<file path="src/rtl/pipe_pkg.sv">
// Shared constants and event encoding for the pipeline hazard controller.
package pipe_pkg;

    localparam logic [1:0] FWD_REGFILE = 2'b00;
    localparam logic [1:0] FWD_WB      = 2'b01;
    localparam logic [1:0] FWD_MEM     = 2'b10;

    localparam logic [4:0] REG_ZERO = 5'd0;
    localparam logic [4:0] REG_RA   = 5'd31;

    // Hazard events, listed lowest to highest priority.
    typedef enum logic [2:0] {
        EV_NONE,
        EV_JUMP,
        EV_LOAD_USE,
        EV_MULDIV,
        EV_JR,
        EV_BRANCH,
        EV_RESET
    } hazard_e;

endpackage

</file>
<file path="src/rtl/pipeline_hazard_ctrl_sat_counter.sv">
// Saturating event counter with a synchronous active-low clear.
module sat_counter #(
    parameter int unsigned CNT_W = 16
) (
    input  logic             clk_i,
    input  logic             clr_ni,
    input  logic             inc_i,
    output logic [CNT_W-1:0] cnt_o
);

    logic [CNT_W-1:0] cnt_q, cnt_d;

    always_comb begin
        cnt_d = cnt_q;
        if (inc_i && (cnt_q != '1)) begin
            cnt_d = cnt_q + CNT_W'(1);
        end
    end

    always_ff @(posedge clk_i) begin
        if (!clr_ni) begin
            cnt_q <= '0;
        end else begin
            cnt_q <= cnt_d;
        end
    end

    assign cnt_o = cnt_q;

endmodule

</file>
<file path="src/rtl/pipeline_hazard_ctrl.sv">
// Stall/flush/forwarding controller for a 5-stage pipeline, with load-use
// interlock, multi-cycle mul/div occupancy and saturating event counters.
module pipeline_hazard_ctrl
    import pipe_pkg::*;
#(
    parameter int unsigned REG_AW        = 5,
    parameter int unsigned MULDIV_LAT    = 4,
    parameter int unsigned BRANCH_IN_MEM = 1,
    parameter int unsigned CNT_W         = 16
) (
    input  logic              Clk,
    input  logic              Reset,
    input  logic [REG_AW-1:0] id_rs,
    input  logic [REG_AW-1:0] id_rt,
    input  logic              id_uses_rs,
    input  logic              id_uses_rt,
    input  logic              id_is_muldiv,
    input  logic              id_jump,
    input  logic [REG_AW-1:0] ex_rs,
    input  logic [REG_AW-1:0] ex_rt,
    input  logic [REG_AW-1:0] ex_rd,
    input  logic              ex_regwrite,
    input  logic              ex_memread,
    input  logic              ex_jr,
    input  logic [REG_AW-1:0] mem_rd,
    input  logic [REG_AW-1:0] wb_rd,
    input  logic              mem_regwrite,
    input  logic              wb_regwrite,
    input  logic              branch_taken,
    output logic              pc_write,
    output logic              if_id_write,
    output logic              id_ex_write,
    output logic              if_id_flush,
    output logic              id_ex_flush,
    output logic              ex_mem_flush,
    output logic [1:0]        fwd_a,
    output logic [1:0]        fwd_b,
    output logic              muldiv_busy,
    output logic [CNT_W-1:0]  stall_cnt,
    output logic [CNT_W-1:0]  flush_cnt
);

    localparam int unsigned BUSY_W = (MULDIV_LAT > 1) ? $clog2(MULDIV_LAT) : 1;
    localparam logic [BUSY_W-1:0] BUSY_LOAD = BUSY_W'(MULDIV_LAT - 1);
    localparam logic BRANCH_FLUSHES_EX = (BRANCH_IN_MEM != 0);

    logic [BUSY_W-1:0] busy_q, busy_d;
    logic              busy;
    logic              load_use;
    logic              muldiv_issue;
    hazard_e           ev;

    // The younger producer (MEM) must win over the older one (WB).
    function automatic logic [1:0] fwd_sel(
        input logic [REG_AW-1:0] src,
        input logic              m_we,
        input logic [REG_AW-1:0] m_rd,
        input logic              w_we,
        input logic [REG_AW-1:0] w_rd
    );
        if (m_we && (m_rd != '0) && (m_rd == src)) begin
            return FWD_MEM;
        end else if (w_we && (w_rd != '0) && (w_rd == src)) begin
            return FWD_WB;
        end
        return FWD_REGFILE;
    endfunction

    assign busy = (busy_q != '0);

    always_comb begin
        load_use = ex_memread && ex_regwrite && (ex_rd != '0) &&
                   ((id_uses_rs && (id_rs == ex_rd)) || (id_uses_rt && (id_rt == ex_rd)));

        if (!Reset)            ev = EV_RESET;
        else if (branch_taken) ev = EV_BRANCH;
        else if (ex_jr)        ev = EV_JR;
        else if (busy)         ev = EV_MULDIV;
        else if (load_use)     ev = EV_LOAD_USE;
        else if (id_jump)      ev = EV_JUMP;
        else                   ev = EV_NONE;
    end

    always_comb begin
        pc_write     = 1'b1;
        if_id_write  = 1'b1;
        id_ex_write  = 1'b1;
        if_id_flush  = 1'b0;
        id_ex_flush  = 1'b0;
        ex_mem_flush = 1'b0;
        fwd_a        = fwd_sel(ex_rs, mem_regwrite, mem_rd, wb_regwrite, wb_rd);
        fwd_b        = fwd_sel(ex_rt, mem_regwrite, mem_rd, wb_regwrite, wb_rd);
        muldiv_busy  = busy;

        unique case (ev)
            EV_RESET: begin
                pc_write     = 1'b0;
                if_id_write  = 1'b0;
                id_ex_write  = 1'b0;
                if_id_flush  = 1'b1;
                id_ex_flush  = 1'b1;
                ex_mem_flush = 1'b1;
                fwd_a        = FWD_REGFILE;
                fwd_b        = FWD_REGFILE;
                muldiv_busy  = 1'b0;
            end
            EV_BRANCH: begin
                if_id_flush  = 1'b1;
                id_ex_flush  = 1'b1;
                ex_mem_flush = BRANCH_FLUSHES_EX;
            end
            EV_JR: begin
                if_id_flush = 1'b1;
                id_ex_flush = 1'b1;
            end
            EV_MULDIV: begin
                pc_write     = 1'b0;
                if_id_write  = 1'b0;
                id_ex_write  = 1'b0;
                ex_mem_flush = 1'b1;
            end
            EV_LOAD_USE: begin
                pc_write    = 1'b0;
                if_id_write = 1'b0;
                id_ex_flush = 1'b1;
            end
            EV_JUMP: begin
                if_id_flush = 1'b1;
            end
            default: ;
        endcase
    end

    // A mul/div only occupies EX once it actually leaves ID (not held, not bubbled).
    assign muldiv_issue = id_is_muldiv && id_ex_write && !id_ex_flush;

    always_comb begin
        busy_d = busy_q;
        if (branch_taken) begin
            busy_d = '0;
        end else if (muldiv_issue) begin
            busy_d = BUSY_LOAD;
        end else if (busy) begin
            busy_d = busy_q - BUSY_W'(1);
        end
    end

    always_ff @(posedge Clk) begin
        if (!Reset) begin
            busy_q <= '0;
        end else begin
            busy_q <= busy_d;
        end
    end

    sat_counter #(
        .CNT_W (CNT_W)
    ) u_stall_cnt (
        .clk_i  (Clk),
        .clr_ni (Reset),
        .inc_i  (!pc_write),
        .cnt_o  (stall_cnt)
    );

    sat_counter #(
        .CNT_W (CNT_W)
    ) u_flush_cnt (
        .clk_i  (Clk),
        .clr_ni (Reset),
        .inc_i  (if_id_flush || id_ex_flush || ex_mem_flush),
        .cnt_o  (flush_cnt)
    );

endmodule
</file>
<file path="config.mk">
export PLATFORM = sky130hd
export DESIGN_NAME = pipeline_hazard_ctrl
export DESIGN_NICKNAME = d
export VERILOG_FILES = /design/src/rtl/pipe_pkg.sv /design/src/rtl/pipeline_hazard_ctrl_sat_counter.sv /design/src/rtl/pipeline_hazard_ctrl.sv
export SDC_FILE = /design/constraint.sdc
export NUM_CORES = 1
export LEC_CHECK = 0
export CORE_MARGIN = 1.5
export CORE_UTILIZATION = 44
export DETAILED_ROUTE_END_ITERATION = 6
export HOLD_SLACK_MARGIN = 0.12
export PLACE_DENSITY = 0.81
export SLEW_MARGIN = 15
export SYNTH_ARGS = -nofsm -noshare
export SYNTH_HDL_FRONTEND = slang
export SYNTH_SLANG_ARGS = --single-unit
</file>
<file path="constraint.sdc">
create_clock -name Clk -period 2.61 [get_ports Clk]
set_input_delay 0.261 -clock Clk [delete_from_list [all_inputs] [get_ports Clk]]
set_output_delay 0.261 -clock Clk [all_outputs]
set_load 0.005 [all_outputs]
</file>
==> reports/qor.yml, run 1 <==
tns_ns: 0
diodes: 0
drt-initial-drc-count: 138
arrival_ns: 2.20
hold_path_end: "u_flush_cnt.cnt_o[7]"
layout-drive-gt1-share_pct: 7.55
synth-edff-count: 0
pwr-share-comb_pct: 22.2
post_cts_buffers: 0
finalCritPeriodShare_pct: 94.4
syn_area_per_cell_um2: 7.99
rsz0062_at_grt: "false"
synthFlopType: "dfxtp_1"
setup_viol: 0
placed_cell_area_mm2: 0.00331
drv_cap: 0
ys_ff_latch: 34
antenna_found_initial: 0
power.internal_mw: 0.863
reg2regPathDepth: 8
cts_buffers: 5
tritoncts: "done"
seqCellArea_um2: 681
worst_setup_path_start_kind: "primary input"
p_switching_mw: 0.302
yosys.area.top_type_share_pct: 29.7
final_common_cell: "clkdlybuf4s50_1"
ys_seq_area_share_pct: 29.7
finalPower_mw: 1.16
min_path_cells: 2
finalWorstSetupSlack_ns: 0.146
crit_type: "primary input to primary output"
grt_use_total_pct: 22.1
die_h_um: 75.2
synth-async-reset-ratio_pct: 0
first_pass_iters: 4
syn_nets: 337
hold_viol_final: 0
hold_slack_ns: 0.487
finClkSkew_ns: 0.00727
hp-class: "flop to flop"
clock_sinks: 34
power.static_leakage_nw: 1.11
yosys-top-cells-area: "dfxtp_1 30%, xnor2_1 7.6%, a21oi_1 5.9%"
grt_overflow: 0
pin_count: 90
swShare_pct: 25.9
ant_nets: 0
die_width_um: 75.2
grt_pass1_wl_mm: 9.87
routed_wl_mm: 6.16
start_util_pct: 45.2
relSlewSlack_pct: 55.2
post-place-ws_ns: 0.00602
area_delta_synth_final_pct: 48.3
design_area_mm2: 0.00340
hp-start: "u_flush_cnt.cnt_o[7]"
final_cell_mix: "85 x clkdlybuf4s50_1, 34 x dfxtp_1, 27 x a21oi_1"
clk_path_buf_depth: 2
rr_startpoint: "u_stall_cnt.cnt_o[1]"
finalWorstPathRequiredPeriod_ns: 2.46
rows: 26
drc: 0
htreeDepth: 2
power_density_mw_per_mm2: 343
worstPathRequired_ns: 2.35
seqPwrFrac_pct: 46.3
synth.yosys.warnings: 0
dp.final_hpwl_mm: 4.74
root_buffer: "clkbuf_8"
clockPowerShare_pct: 31.5
fmax_ghz: 0.406
cp_max_fo: 2
grt_pass1_vias: 2253
grt_max_degree: 32
fp.dieArea_mm2: 0.00565
port_buffers: 89
clock_latency_ns: 0.28
vdd_drop_max_v: 0.000203
wl_per_cell_um: 13.6
r2r_slack_ns: 0.27
slew_viol_final: 0
fill_cells: 459
synth.distinct_cells: 43
viasPerCell: 5.59
status: "completed"
tightest_slew_ns: 0.666
r2r_end: "u_stall_cnt.cnt_o[6]"
multi_input_area_mm2: 0.00151
synth_area_leader_cell: "dfxtp_1"
coreArea_mm2: 0.00507
synth_area_mm2: 0.00229
dr_total_vias: 2537
syn_inst: 287
end_kind: "primary output"
finalNetCount: 434
clk_pin_slew_ns: 0.06
globalplace.congestion: 0.856
-- flip-flops by register name, indices dropped and copies added (netlist names) --
name	cells
busy_q	2
u_flush_cnt.cnt_o	16
u_stall_cnt.cnt_o	16
-- critical path: stages --
cell and delay [ns]:
clkdlybuf4s50_1 0.42, or4_1 0.52, o21ai_1 0.17, nor4_1 0.09, nor3_1 0.21, clkdlybuf4s50_1 0.53
-- per-layer routing --
metal | track usage, % | routed length (um) | share of wire, % | vias up
met3 | 5.89 | 516 | 8.4 | 4
met5 | 0 | 0 | 0 | -
met1 | 27.5 | 2720 | 44 | 1176
met4 | 5.16 | 52 | 0.84 | 0
li1 | - | - | - | 1264
met2 | 38.2 | 2870 | 47 | 93
-- cell type report --
| type | instances | share of cell area (%) |
|---|---|---|
| clock buffers | 7 | 2.25 |
| inverters | 5 | 0.552 |
| multi-input cells | 234 | 44.4 |
| flip-flops and latches | 34 | 20.0 |
| well taps | 70 | 2.58 |
| repair buffers | 104 | 30.2 |
-- cell families after synthesis --
logic type | Yosys count | synth area share [%]
XOR/XNOR | 32 | 12.2
AND/OR/NAND/NOR | 127 | 30.9
flip-flops | 34 | 29.7
buffers and inverters | 19 | 4.42
AO/OA/AOI/OAI | 69 | 19.8
adder cells (fa/ha/maj) | 3 | 1.64
multiplexers | 3 | 1.31
-- metrics by stage --
step	util (%)	std cells
2_1_floorplan	-	287
3_3_place_gp	65.3	447
3_5_place_dp	65.3	447
4_1_cts	66.8	454
5_1_grt	67.0	454
6_report	67.0	454
-- worst max-delay path by stage --
stage               from                    to  slack (ns)
6_report       mem_rd[1]              fwd_a[0]        0.15
5_1_grt        mem_rd[1]              fwd_a[0]       0.003
4_1_cts         ex_rd[0]           id_ex_flush       0.001
3_5_place_dp    ex_rd[1]              pc_write       0.006
3_3_place_gp    ex_rd[0]           id_ex_flush        0.04
2_1_floorplan  busy_q[0]  u_stall_cnt.cnt_o[5]        0.68
-- cells in the mapped netlist, types with 6 or more instances --
cell type  number
or3_1          11
xnor2_1        20
dfxtp_1        34
nand2_1        22
clkbuf_1        6
o31ai_1        12
nor3_1          9
nand4_1         7
a21oi_1        27
or4_1          14
xor2_1         12
nand3_1        19
nor2_1         17
o21ai_0        17
-- power by group through the flow --
stage	Combinational [mW]	Sequential, mW	Clock [mW]
finish	0.259	0.539	0.367
global route	0.283	0.540	0.386
CTS	0.261	0.539	0.373
detailed placement	0.260	0.551	0
global placement	0.256	0.550	0
floorplan	0.108	0.550	0
-- what timing repair did --
action,CTS,global route
setup endpoints to repair,1,5
hold endpoints to repair,0,0
gates resized for setup,1,6
gates cloned,0,0
pin swaps,1,5
hold buffers,0,0
No activity file was read; power rests on OpenSTA's default activity.
==> inputs of run 2 (changes only) <==
--- a/config.mk
+++ b/config.mk
@@ -5,7 +5,7 @@
 export SDC_FILE = /design/constraint.sdc
 export NUM_CORES = 1
 export LEC_CHECK = 0
-export CORE_MARGIN = 1.5
+export CORE_MARGIN = 4
 export CORE_UTILIZATION = 44
 export DETAILED_ROUTE_END_ITERATION = 6
 export HOLD_SLACK_MARGIN = 0.12
==> reports/qor.yml, run 2 (synthesis results as in run 1) <==
clock_sinks: 34  # unchanged
viasPerCell: 5.54  # was 5.59
drv_cap: 0  # unchanged
pin_count: 90  # unchanged
fin_cells: 459  # was 454
finalPower_mw: 1.25  # was 1.16 mW
port_buffers: 89  # unchanged
setup_viol: 0  # unchanged
final_cell_mix: "85 x clkdlybuf4s50_1, 34 x dfxtp_1, 27 x a21oi_1"  # unchanged
die_h_um: 80.2  # was 75.2 um
worst_setup_path_start_kind: "primary input"  # unchanged
finalWorstSetupSlack_ns: 0.116  # was 0.146 ns
place_inst: 447  # unchanged
status: "completed"  # unchanged
hold_viol_final: 0  # unchanged
tightest_slew_ns: 0.586  # was 0.666 ns
clk_pin_slew_ns: 0.07  # was 0.06 ns
clock_latency_ns: 0.28  # about the same
clk_path_buf_depth: 2  # unchanged
power.static_leakage_nw: 1.15  # was 1.11 nW
drt-initial-drc-count: 117  # was 138
hold_slack_ns: 0.491  # was 0.487 ns
cp_max_fo: 2  # unchanged
coreArea_mm2: 0.00507  # unchanged
start_util_pct: 45.2  # unchanged
tritoncts: "done"  # unchanged
antenna_found_initial: 0  # unchanged
vdd_drop_max_v: 0.000190  # was 0.000203 V
ant_nets: 0  # unchanged
finClkSkew_ns: 0.00534  # was 0.00727 ns
area_delta_synth_final_pct: 50.9  # was 48.3%
fill_cells: 428  # was 459
finalNetCount: 438  # was 434
fmax_ghz: 0.401  # was 0.406 GHz
grt_use_total_pct: 20.5  # was 22.1%
end_kind: "primary output"  # unchanged
relSlewSlack_pct: 60.6  # was 55.2%
htreeDepth: 2  # unchanged
seqCellArea_um2: 681  # unchanged
diodes: 0  # unchanged
finalCritPeriodShare_pct: 95.6  # was 94.4%
globalplace.congestion: 0.852  # was 0.856
hold_buffers: 0  # unchanged
crit_type: "primary input to primary output"  # unchanged
grt_pass1_vias: 2435  # was 2253
post-place-ws_ns: -0.0303  # was 0.00602 ns
design_area_mm2: 0.00346  # was 0.00340 mm^2
layout-drive-gt1-share_pct: 9.25  # was 7.55%
multi_input_area_mm2: 0.00151  # unchanged
slew_viol_final: 0  # unchanged
worstPathRequired_ns: 2.35  # about the same
placed_cell_area_mm2: 0.00331  # unchanged
routed_wl_mm: 6.38  # was 6.16 mm
dp.final_hpwl_mm: 4.93  # was 4.74 mm
first_pass_iters: 4  # unchanged
grt_pass1_wl_mm: 10.7  # was 9.87 mm
power_density_mw_per_mm2: 362  # was 343 mW/mm^2
hp-class: "flop to flop"  # unchanged
finalWorstPathRequiredPeriod_ns: 2.49  # was 2.46 ns
dr_total_vias: 2545  # was 2537
grt_overflow: 0  # unchanged
fp.dieArea_mm2: 0.00643  # was 0.00565 mm^2
rsz0062_at_grt: "false"  # unchanged
wl_per_cell_um: 13.9  # was 13.6 um
arrival_ns: 2.23  # was 2.20 ns
root_buffer: "clkbuf_8"  # unchanged
die_width_um: 80.2  # was 75.2 um
drc: 0  # unchanged
grt_max_degree: 32  # unchanged
final_common_cell: "clkdlybuf4s50_1"  # unchanged
cts_buffers: 5  # unchanged
rows: 26  # unchanged
## run 2: cell count changes in the layout (fill, tap and decap cells not counted), sizes merged
cell | before | now
buf | 15 | 19
clkbuf | 7 | 8
## run 2: final timing paths
check | startpoint | end | slack, ns | depth (start not counted)
worst min-delay path | u_flush_cnt.cnt_o[6] | u_flush_cnt.cnt_o[6] | 0.49 | 2
worst max-delay path | mem_rd[1] | fwd_a[0] | 0.12 | 6
worst min register to register | u_flush_cnt.cnt_o[6] | u_flush_cnt.cnt_o[6] | 0.49 | 2
worst max register to register | u_stall_cnt.cnt_o[1] | u_stall_cnt.cnt_o[6] | 0.38 | 8
## run 2: cell type report
class	instances	area share, %
Multi-Input combinational cell	234	43.7
Timing Repair Buffer	108	30.4
Sequential cell	34	19.7
Clock buffer	8	3.18
Tap cell	70	2.53
Inverter	5	0.542
## run 2: timing repair
action                                  CTS  global route
buffers inserted                          2             2
resized for setup                         1             5
pin swaps                                 2             3
endpoints found under the setup margin    2             4
## run 2: through the flow
step,utilization (%),setup TNS (ns)
2_1_floorplan,-,0
3_5_place_dp,65.3,-0.0504
5_1_grt,68.2,0
4_1_cts,67.7,0
3_3_place_gp,65.3,0
6_report,68.2,0
## run 2: worst max-delay path, cell delays in order
cell	delay [ns]
clkdlybuf4s50_1	0.42
or4_1	0.54
o21ai_1	0.17
nor4_1	0.09
nor3_1	0.21
clkdlybuf4s50_1	0.54
## run 2: power by group
part	leakage [nW]	internal, mW	total, mW	switching [mW]
Sequential	0.275	0.528	0.538	0.0106
Clock	0.0575	0.266	0.452	0.186
Combinational	0.822	0.153	0.262	0.109
Total	1.15	0.948	1.25	0.305
## run 2: layer usage
layer  up-vias  track usage (%)  share of wire [%]  wire [um]
met5         -                0                  0          0
met4         0             6.76                1.2         76
met3         7             6.17                8.4        536
met2        85             35.8                 47       3020
met1      1177             23.8                 43       2750
li1       1276                -                  -          -
